**config.mk**
```make
export PLATFORM = sky130hd
export DESIGN_NAME = ysyx_25040111_csr_seq_flat
export DESIGN_NICKNAME = d
export VERILOG_FILES = /design/src/rtl/ysyx_25040111_csr_seq_if.sv /design/src/rtl/ysyx_25040111_csr_seq.sv /design/src/flat_wrapper.sv
export SDC_FILE = /design/constraint.sdc
export NUM_CORES = 1
export LEC_CHECK = 0
export BUFFER_PORTS_ARGS = -buffer_cell sky130_fd_sc_hd__buf_4
export CORE_ASPECT_RATIO = 0.5
export CORE_MARGIN = 5
export CORE_UTILIZATION = 50
export CTS_BUF_LIST = sky130_fd_sc_hd__clkbuf_16
export DETAILED_ROUTE_END_ITERATION = 16
export PLACE_DENSITY = 0.88
export SETUP_SLACK_MARGIN = 0.05
export SLEW_MARGIN = 20
export SYNTH_ARGS = -nofsm -noshare
export SYNTH_HDL_FRONTEND = slang
export SYNTH_SLANG_ARGS = --single-unit
export TNS_END_PERCENT = 30
```
**constraint.sdc**
```tcl
create_clock -name clk -period 4.55 [get_ports clk]
set_clock_uncertainty 0.15 [all_clocks]
set_input_delay 0.6825 -clock clk [delete_from_list [all_inputs] [get_ports clk]]
set_output_delay 0.6825 -clock clk [all_outputs]
set_load 0.05 [all_outputs]
```
**src/rtl/ysyx_25040111_csr_seq_if.sv**
```systemverilog
// Decode/writeback/CSR-file signal bundle for the CSR sequencer.
// The sequencer connects on the slave side.
// The environment (decode, writeback and CSR file) connects on the master side.
interface ysyx_25040111_csr_seq_if #(
    parameter int XLEN = 32
);
    // decode -> sequencer
    logic            in_valid;
    logic            in_ready;
    logic [2:0]      in_op;
    logic [11:0]     in_csr;
    logic [XLEN-1:0] in_src;
    logic [XLEN-1:0] in_pc;
    logic [4:0]      in_rd;

    // sequencer -> writeback
    logic            out_valid;
    logic            out_ready;
    logic [4:0]      out_rd;
    logic            out_rd_wen;
    logic [XLEN-1:0] out_rdata;
    logic            out_redir;
    logic [XLEN-1:0] out_npc;

    // sequencer <-> CSR register file
    logic            csr_ren;
    logic [11:0]     csr_raddr;
    logic [XLEN-1:0] csr_rdata;
    logic            csr_wen;
    logic [11:0]     csr_waddr;
    logic [XLEN-1:0] csr_wdata;
    logic [1:0]      csr_jtype;

    modport slave (
        input  in_valid, in_op, in_csr, in_src, in_pc, in_rd,
        output in_ready,
        output out_valid, out_rd, out_rd_wen, out_rdata, out_redir, out_npc,
        input  out_ready,
        output csr_ren, csr_raddr, csr_wen, csr_waddr, csr_wdata, csr_jtype,
        input  csr_rdata
    );

    modport master (
        output in_valid, in_op, in_csr, in_src, in_pc, in_rd,
        input  in_ready,
        input  out_valid, out_rd, out_rd_wen, out_rdata, out_redir, out_npc,
        output out_ready,
        input  csr_ren, csr_raddr, csr_wen, csr_waddr, csr_wdata, csr_jtype,
        output csr_rdata
    );
endinterface

```
**src/rtl/ysyx_25040111_csr_seq.sv**
```systemverilog
// Sequences CSRRW/RS/RC, ECALL and MRET onto the CSR file's single read and single write port.
// Latency accept->out_valid: CSR ops 2, ECALL 4, MRET 2, NOP/reserved 1 cycle.
// in_ready only in IDLE; the DONE results are held frozen until out_ready, with no CSR traffic meanwhile.
module ysyx_25040111_csr_seq #(
    parameter int          XLEN    = 32,
    parameter logic [11:0] A_MTVEC = 12'h305,
    parameter logic [11:0] A_MEPC  = 12'h341
) (
    input logic                    clk,
    input logic                    reset,
    ysyx_25040111_csr_seq_if.slave bus
);
    localparam logic [2:0] OP_CSRRW = 3'd1;
    localparam logic [2:0] OP_CSRRS = 3'd2;
    localparam logic [2:0] OP_CSRRC = 3'd3;
    localparam logic [2:0] OP_ECALL = 3'd4;
    localparam logic [2:0] OP_MRET  = 3'd5;

    typedef enum logic [2:0] {
        S_IDLE,
        S_EXEC,
        S_EPC,
        S_CAUSE,
        S_VEC,
        S_RET,
        S_DONE
    } state_t;

    state_t state;
    state_t state_nxt;

    // instruction captured on accept
    logic [2:0]      op_q;
    logic [11:0]     csr_q;
    logic [XLEN-1:0] src_q;
    logic [XLEN-1:0] pc_q;

    // registered writeback results
    logic [4:0]      out_rd_q;
    logic            out_rd_wen_q;
    logic [XLEN-1:0] out_rdata_q;
    logic            out_redir_q;
    logic [XLEN-1:0] out_npc_q;

    // combinational strobes
    logic            in_ready_c;
    logic            out_valid_c;
    logic            csr_ren_c;
    logic [11:0]     csr_raddr_c;
    logic            csr_wen_c;
    logic [11:0]     csr_waddr_c;
    logic [XLEN-1:0] csr_wdata_c;
    logic [1:0]      csr_jtype_c;

    logic accept;
    logic in_is_csr_op;

    assign accept       = (state == S_IDLE) && bus.in_valid;
    assign in_is_csr_op = (bus.in_op == OP_CSRRW) || (bus.in_op == OP_CSRRS) ||
                          (bus.in_op == OP_CSRRC);

    // State register; a synchronous reset abandons any partly sequenced trap
    always_ff @(posedge clk) begin
        if (reset) begin
            state <= S_IDLE;
        end else begin
            state <= state_nxt;
        end
    end

    // Next state and CSR port strobes, all decoded from the current state
    always_comb begin
        state_nxt   = state;
        in_ready_c  = 1'b0;
        out_valid_c = 1'b0;
        csr_ren_c   = 1'b0;
        csr_raddr_c = 12'd0;
        csr_wen_c   = 1'b0;
        csr_waddr_c = 12'd0;
        csr_wdata_c = '0;
        csr_jtype_c = 2'b00;
        case (state)
            S_IDLE: begin
                in_ready_c = 1'b1;
                if (bus.in_valid) begin
                    if (in_is_csr_op) begin
                        state_nxt = S_EXEC;
                    end else if (bus.in_op == OP_ECALL) begin
                        state_nxt = S_EPC;
                    end else if (bus.in_op == OP_MRET) begin
                        state_nxt = S_RET;
                    end else begin
                        state_nxt = S_DONE;
                    end
                end
            end
            S_EXEC: begin
                csr_ren_c   = 1'b1;
                csr_raddr_c = csr_q;
                // set/clear with a zero mask must not write (read-only CSRs stay untouched)
                case (op_q)
                    OP_CSRRW: begin
                        csr_wen_c   = 1'b1;
                        csr_wdata_c = src_q;
                    end
                    OP_CSRRS: begin
                        csr_wen_c   = (src_q != '0);
                        csr_wdata_c = csr_wen_c ? (bus.csr_rdata | src_q) : '0;
                    end
                    OP_CSRRC: begin
                        csr_wen_c   = (src_q != '0);
                        csr_wdata_c = csr_wen_c ? (bus.csr_rdata & ~src_q) : '0;
                    end
                    default: begin
                        csr_wen_c = 1'b0;
                    end
                endcase
                csr_waddr_c = csr_wen_c ? csr_q : 12'd0;
                state_nxt   = S_DONE;
            end
            S_EPC: begin
                csr_wen_c   = 1'b1;
                csr_waddr_c = A_MEPC;
                csr_wdata_c = pc_q;
                state_nxt   = S_CAUSE;
            end
            S_CAUSE: begin
                // CSR file loads mcause=11 itself on this one-cycle pulse
                csr_jtype_c = 2'b01;
                state_nxt   = S_VEC;
            end
            S_VEC: begin
                csr_ren_c   = 1'b1;
                csr_raddr_c = A_MTVEC;
                state_nxt   = S_DONE;
            end
            S_RET: begin
                csr_ren_c   = 1'b1;
                csr_raddr_c = A_MEPC;
                state_nxt   = S_DONE;
            end
            S_DONE: begin
                out_valid_c = 1'b1;
                if (bus.out_ready) begin
                    state_nxt = S_IDLE;
                end
            end
            default: begin
                state_nxt = S_IDLE;
            end
        endcase
    end

    // Capture the instruction on accept and build up the writeback result
    always_ff @(posedge clk) begin
        if (reset) begin
            op_q         <= 3'd0;
            csr_q        <= 12'd0;
            src_q        <= '0;
            pc_q         <= '0;
            out_rd_q     <= 5'd0;
            out_rd_wen_q <= 1'b0;
            out_rdata_q  <= '0;
            out_redir_q  <= 1'b0;
            out_npc_q    <= '0;
        end else begin
            if (accept) begin
                op_q         <= bus.in_op;
                csr_q        <= bus.in_csr;
                src_q        <= bus.in_src;
                pc_q         <= bus.in_pc;
                out_rd_q     <= bus.in_rd;
                out_rd_wen_q <= in_is_csr_op && (bus.in_rd != 5'd0);
                out_rdata_q  <= '0;
                out_redir_q  <= 1'b0;
                out_npc_q    <= bus.in_pc + XLEN'(4);
            end
            if (state == S_EXEC) begin
                out_rdata_q <= bus.csr_rdata;
            end
            if ((state == S_VEC) || (state == S_RET)) begin
                out_npc_q   <= bus.csr_rdata;
                out_redir_q <= 1'b1;
            end
        end
    end

    assign bus.in_ready   = in_ready_c;
    assign bus.out_valid  = out_valid_c;
    assign bus.out_rd     = out_rd_q;
    assign bus.out_rd_wen = out_rd_wen_q;
    assign bus.out_rdata  = out_rdata_q;
    assign bus.out_redir  = out_redir_q;
    assign bus.out_npc    = out_npc_q;
    assign bus.csr_ren    = csr_ren_c;
    assign bus.csr_raddr  = csr_raddr_c;
    assign bus.csr_wen    = csr_wen_c;
    assign bus.csr_waddr  = csr_waddr_c;
    assign bus.csr_wdata  = csr_wdata_c;
    assign bus.csr_jtype  = csr_jtype_c;
endmodule
```
**src/flat_wrapper.sv**
```systemverilog
// flat-port wrapper written by rule: the top's interface ports become plain ports
module ysyx_25040111_csr_seq_flat 
#(
    parameter int          XLEN    = 32,
    parameter logic [11:0] A_MTVEC = 12'h305,
    parameter logic [11:0] A_MEPC  = 12'h341
)
  (clk, reset, bus_in_valid, bus_in_op, bus_in_csr, bus_in_src, bus_in_pc, bus_in_rd, bus_in_ready, bus_out_valid, bus_out_rd, bus_out_rd_wen, bus_out_rdata, bus_out_redir, bus_out_npc, bus_out_ready, bus_csr_ren, bus_csr_raddr, bus_csr_wen, bus_csr_waddr, bus_csr_wdata, bus_csr_jtype, bus_csr_rdata);
  ysyx_25040111_csr_seq_if #(.XLEN(XLEN)) bus_i ();
  input logic clk;
  input logic reset;
  input wire logic [$bits(bus_i.in_valid)-1:0] bus_in_valid;
  input wire logic [$bits(bus_i.in_op)-1:0] bus_in_op;
  input wire logic [$bits(bus_i.in_csr)-1:0] bus_in_csr;
  input wire logic [$bits(bus_i.in_src)-1:0] bus_in_src;
  input wire logic [$bits(bus_i.in_pc)-1:0] bus_in_pc;
  input wire logic [$bits(bus_i.in_rd)-1:0] bus_in_rd;
  output wire logic [$bits(bus_i.in_ready)-1:0] bus_in_ready;
  output wire logic [$bits(bus_i.out_valid)-1:0] bus_out_valid;
  output wire logic [$bits(bus_i.out_rd)-1:0] bus_out_rd;
  output wire logic [$bits(bus_i.out_rd_wen)-1:0] bus_out_rd_wen;
  output wire logic [$bits(bus_i.out_rdata)-1:0] bus_out_rdata;
  output wire logic [$bits(bus_i.out_redir)-1:0] bus_out_redir;
  output wire logic [$bits(bus_i.out_npc)-1:0] bus_out_npc;
  input wire logic [$bits(bus_i.out_ready)-1:0] bus_out_ready;
  output wire logic [$bits(bus_i.csr_ren)-1:0] bus_csr_ren;
  output wire logic [$bits(bus_i.csr_raddr)-1:0] bus_csr_raddr;
  output wire logic [$bits(bus_i.csr_wen)-1:0] bus_csr_wen;
  output wire logic [$bits(bus_i.csr_waddr)-1:0] bus_csr_waddr;
  output wire logic [$bits(bus_i.csr_wdata)-1:0] bus_csr_wdata;
  output wire logic [$bits(bus_i.csr_jtype)-1:0] bus_csr_jtype;
  input wire logic [$bits(bus_i.csr_rdata)-1:0] bus_csr_rdata;
  assign bus_i.in_valid = bus_in_valid;
  assign bus_i.in_op = bus_in_op;
  assign bus_i.in_csr = bus_in_csr;
  assign bus_i.in_src = bus_in_src;
  assign bus_i.in_pc = bus_in_pc;
  assign bus_i.in_rd = bus_in_rd;
  assign bus_in_ready = bus_i.in_ready;
  assign bus_out_valid = bus_i.out_valid;
  assign bus_out_rd = bus_i.out_rd;
  assign bus_out_rd_wen = bus_i.out_rd_wen;
  assign bus_out_rdata = bus_i.out_rdata;
  assign bus_out_redir = bus_i.out_redir;
  assign bus_out_npc = bus_i.out_npc;
  assign bus_i.out_ready = bus_out_ready;
  assign bus_csr_ren = bus_i.csr_ren;
  assign bus_csr_raddr = bus_i.csr_raddr;
  assign bus_csr_wen = bus_i.csr_wen;
  assign bus_csr_waddr = bus_i.csr_waddr;
  assign bus_csr_wdata = bus_i.csr_wdata;
  assign bus_csr_jtype = bus_i.csr_jtype;
  assign bus_i.csr_rdata = bus_csr_rdata;
  ysyx_25040111_csr_seq #(.XLEN(XLEN), .A_MTVEC(A_MTVEC), .A_MEPC(A_MEPC)) u_core (.clk(clk), .reset(reset), .bus(bus_i));
endmodule
```
## Word-level counts from Yosys, hierarchy flattened

Cells that the tools add are included.

- Word-level logic and storage cells: 69
- Flip-flop bits (word level): 153
- Output and inout port bits: 133

- Equality and inequality tests: 16
- $add $sub $neg: 1
- Mux-type cells: 26
- Reductions and logical operators: 13
- Bitwise operators: 3

Operators with widths:

| kind | number |
|---|---|
| 2-to-1 mux 32 bit | 6 |
| case mux 32 bit (3 select lines) | 1 |
| case mux 32 bit (2 select lines) | 1 |
| case mux 12 bit (3 select lines) | 1 |
| adder 32 x 3 -> 32 bit (second input constant) | 1 |
| bitwise AND 32 bit | 1 |
| NOT 32 bit | 1 |
| OR 32 bit | 1 |
| nonzero test 32 bit | 1 |
| case mux 12 bit (2 select lines) | 1 |
| == test 3 x 2 -> 1 bit (second input constant) | 6 |
| == test 3 bit (second input constant) | 5 |
| case mux 3 bit (5 select lines) | 1 |
| 2-to-1 mux 12 bit | 1 |
| 2-to-1 mux 3 bit | 4 |
| == test 3 x 1 -> 1 bit (second input constant) | 3 |
| 2-to-1 mux 1 bit | 7 |
| nonzero test 5 bit | 1 |
| != test 2 bit (second input constant) | 2 |
| case mux 1 bit (2 select lines) | 2 |
| nonzero test 2 bit | 2 |
| zero test 3 bit | 1 |
| logical OR 1 bit | 3 |
| OR reduction 3 bit | 1 |
| 4 further kinds | 5 |

## Longest topological paths before layout

- Depth after elaboration: 6
- Depth in mapped cells: 7

## Least setup slack after synthesis

Ideal clock, no wire load.

- Path kind: register -> output
- Start point: reg u_core.state[2]
- End point: out bus_csr_wdata[0]
- Path buffers: 2
- Setup slack: 0.473 ns
- Stages on the path, launching flop included: 7
- Arrival: 3.244 ns
- Required time: 3.717 ns
- Path through: dfxtp_1 > buf_2 > nor3b_1 > nand2b_1 > clkbuf_1 > a211o_1 > o311ai_0

- Cells in the longest elaborated chain, start to end: 2

Ends and longest elaborated chain:

| element | line | text |
|---|---|---|
| from (decl) | ysyx_25040111_csr_seq.sv:29 | `state_t state;` |
| from (signal assigned) | ysyx_25040111_csr_seq.sv:67 | `state <= state_nxt;` |
| == test 3 x 2 -> 1 bit / == test 3 x 1 -> 1 bit (equally long branches) | ysyx_25040111_csr_seq.sv:82 | `case (state)` |
| case mux 32 bit (2 select lines) * | ysyx_25040111_csr_seq.sv:82 |  |
| to (decl) | flat_wrapper.sv:30 | `output wire logic [$bits(bus_i.csr_wdata)-1:0] bus_csr_wdata;` |

Every way passes the cells marked *; elsewhere a longest branch is shown, timed or not.

## Worst setup path in the final report

- Start point: reg u_core.src_q[24]
- End point: out bus_csr_wen

- Cells in the longest elaborated chain, start to end: 4

Ends and longest elaborated chain:

| element | line | text |
|---|---|---|
| from (decl) | ysyx_25040111_csr_seq.sv:35 | `logic [XLEN-1:0] src_q;` |
| from (signal assigned) | ysyx_25040111_csr_seq.sv:170 | `src_q <= bus.in_src;` |
| nonzero test 32 bit | ysyx_25040111_csr_seq.sv:107, ysyx_25040111_csr_seq.sv:111 |  |
| case mux 1 bit (2 select lines) | ysyx_25040111_csr_seq.sv:101 | `case (op_q)` |
| 2-to-1 mux 1 bit | ysyx_25040111_csr_seq.sv:82 |  |
| case mux 1 bit (2 select lines) | ysyx_25040111_csr_seq.sv:82 |  |
| to (decl) | flat_wrapper.sv:28 | `output wire logic [$bits(bus_i.csr_wen)-1:0] bus_csr_wen;` |

No other way between the ends. The select of a mux whose other input is x is not followed.

==> impl_results.md <==
* Arr. time, crit path at ~3.1 ns
* I/O Pins at 253
* Worst-case clock buffer depth at 2
* CP Launch Point: u_core.src_q[24]
* Cell Chain, Critical Path: nor4_1 -> and4_1 -> a31oi_1 -> or2_2 -> buf_4
* PortBufs at about 250
* H-tree depth at 4
* Root Buffer: clkbuf_16
* EDFF count, synth at 0
* Detailed Route Iter0 Violations at 1193
* GRT Overall Usage at 0.3053
* Cell count after placement at roughly 1400
* Area growth syn-to-layout at 32.08%
* Post-synthesis cell count at slightly above 1000
* Vias per cell at 6.195
* Vias at 8815
* FF-to-FF End: u_core.bus.out_npc[18]
* Worst-path fanout max at 13
* CTS tree: built
* GP Congestion at 0.9820
* Worst path required time at about 3.7 ns
* Pwr per Cell Area at 419.6 mW/mm^2
* Netlist cell types at 55
* Total grt overflow at 0
* Peak Freq at around 250 MHz
* Share of the synthesized area in the top cell type at 0.3980
* DRC Markers at 0
* First-pass GRT wire length at 44590 um
* Syn Std Cell Area at 0.007696 mm^2
* Layout cells sized above 1 at 0.2527
* Die width at 185.5 um
* Fin util at 0.6663
* Internal at 2635 uW
* Min cycle time layout at 3.930 ns
* Final Net Count at 1327
* Setup-failing EPs final at 0
* Worst setup EP type: output pin
* Filler cells at 1283
* Routed WL at 28870 um
* Synth Register Bits at 153
* Status: finished, final reports clean
* Antenna cells at 0
* Die H at about 98 um
* Largest net degree at the start of global routing at 87
* Register area share after synthesis at 0.3980
* Clock slew at reported path FFs at about 0.070 ns
* Synth top cells by count: nand2_1, dfxtp_1, a21oi_1, clkbuf_1, nor2_1
* Antenna Nets Post-Route at 0
* Ys async rst share at 0
* WP buf/inv at 1
* P_leak at 0.004096 uW
* Cell Rows at 32
* HP Class: reg -> reg
* Top cell family by delay on the critical path: simple AND/OR/NAND/NOR gates
* Worst r2r path cells at 5
* Hold Slack at 0.2997 ns
* Most common cell in the netlist: nand2_1
* Startpoint Class: register
* Slew @ Worst Pin at 1.131 ns
* DRT Pass-1 Iters at 7
* Dominant cells by area after synthesis: dfxtp_1, nand2_1, a21oi_1
* Slowest CP cell: nor4_1
* Setup CP Type: reg -> out
* Power share of the clock group at 0.324
* Sw Share at 0.3822
* Maxcap violations at 0
* Final Max Tran Viols at 0
* Gate power share at 0.301
* Period utilization at 0.8638
* Place WS at about 1.3 ns
* Core area at 0.01525 mm^2
* Largest stage delay, worst path at 0.81 ns
* RSZ-0062 raised after global routing: false
* Setup TNS at 0 ns
* Initial antenna violation count at 1
* Mean area per synthesized cell at 7.590 um^2
* Max VDD drop at 0.2940 mV
* Syn nets at 1135
* Initial core utilization at 0.5045
* Worst-Skew Late Latency at 0.42 ns
* Biggest area consumer among synthesized cells: dfxtp_1
* Worst Setup EP: bus_csr_wen
* Worst R2R Setup Slack at 1.64 ns
* Vias in the first global route at 8277
* Crit path depth at 5
* RR Startpoint: u_core.state[1]
* Sink Count at 153
* CTS Buf Count at 17
* Non-Filler Instances at ~1400
* CTS Hold Bufs at 0
* Sequential share of power at 0.375
* DPL Wire Length at between 20000 and 25000 um
* P_sw at roughly 1600 uW
* Top FF cell, synth: dfxtp_1
* Hold Fails Final Rpt at 0
* WL per Instance at slightly above 20 um
* Die area at 0.01812 mm^2
* Worst slew margin at 0.2454
* Post-CTS setup repair buffer count at 0
* Post_cts resized at 0
* Synth Warn # at 0
* Final worst setup slack at ~0.62 ns
-- through the flow --
step	power [uW]	area (um^2)
after detailed placement	2881	9598
after floorplan	2424	7696
after CTS	4255	10160
after global placement	2854	9598
after global routing	4437	10160
final	4265	10160
-- metal layers --
layer	wire (um)	vias to the layer above	track usage
met5	0	-	0
met4	1112	0	0.1150
met3	3469	107	0.08076
met2	12620	577	0.4674
met1	11670	4113	0.4149
li1	-	4018	-
-- worst min path at each step --
| stage | endpoint | from | depth (start not counted) | slack, ns |
|---|---|---|---|---|
| CTS | u_core.pc_q[27] | u_core.pc_q[27] | 2 | 0.30 |
| detailed placement | u_core.pc_q[27] | u_core.pc_q[27] | 2 | 0.30 |
| floorplan | u_core.pc_q[13] | u_core.pc_q[13] | 2 | 0.28 |
| global placement | u_core.pc_q[27] | u_core.pc_q[27] | 2 | 0.29 |
| global route | u_core.pc_q[4] | u_core.pc_q[4] | 2 | 0.32 |
| finish | u_core.pc_q[27] | u_core.pc_q[27] | 2 | 0.30 |
-- worst register-to-register path, stage by stage, from the launching register on --
cell and delay [ns]:
dfxtp_1 0.79, nor2b_2 0.09, buf_4 0.28, nor2_2 0.92, a22oi_1 0.19, a221oi_1 0.38
-- state kept, by name, summed over array words and instances (netlist names), 3 cells and up --
| register | count |
|---|---|
| u_core.bus.out_npc | 32 |
| u_core.bus.out_rd | 5 |
| u_core.bus.out_rdata | 32 |
| u_core.csr_q | 12 |
| u_core.op_q | 3 |
| u_core.pc_q | 32 |
| u_core.src_q | 32 |
| u_core.state | 3 |
-- area by class of cell --
| cell class | instances | area, um^2 | area share |
|---|---|---|---|
| inverter | 21 | 78.83 | 0.007755 |
| sequential | 153 | 3063 | 0.3013 |
| tap | 204 | 255.2 | 0.02511 |
| multi-input combinational | 747 | 4204 | 0.4136 |
| clock inverter | 15 | 141.4 | 0.01391 |
| timing repair buffer | 266 | 1997 | 0.1965 |
| clock buffer | 17 | 425.4 | 0.04185 |
-- layout by cell type (no fill, tap or decap), drive strengths merged, types with 25 or more instances in the layout --
cell and count:
nor2b 25, a21oi 126, nand3 42, inv 28, dfxtp 153, a22oi 48, nand2 202, buf 266
nor2 54
-- logic make-up (layout without fill, tap and decap cells) --
family          after synthesis  after routing  share of synthesized area
buf+inv                     114            319                    0.05869
xor+xnor                      9              9                    0.01024
compound gates              283            283                     0.2442
flops                       153            153                     0.3980
simple gates                452            452                     0.2855
mux                           1              1                   0.001301
other cells                   1              1                  0.0004873
fa+ha+maj                     1              1                   0.001625
-- power groups by stage --
stage | registers [uW] | logic, uW | clock network (uW)
3_3_place_gp | 1610 | 1240 | 0
4_1_cts | 1590 | 1270 | 1400
3_5_place_dp | 1620 | 1260 | 0
2_1_floorplan | 1790 | 637 | 0
5_1_grt | 1610 | 1360 | 1460
6_report | 1600 | 1280 | 1380
No activity file was read; power rests on OpenSTA's default activity.
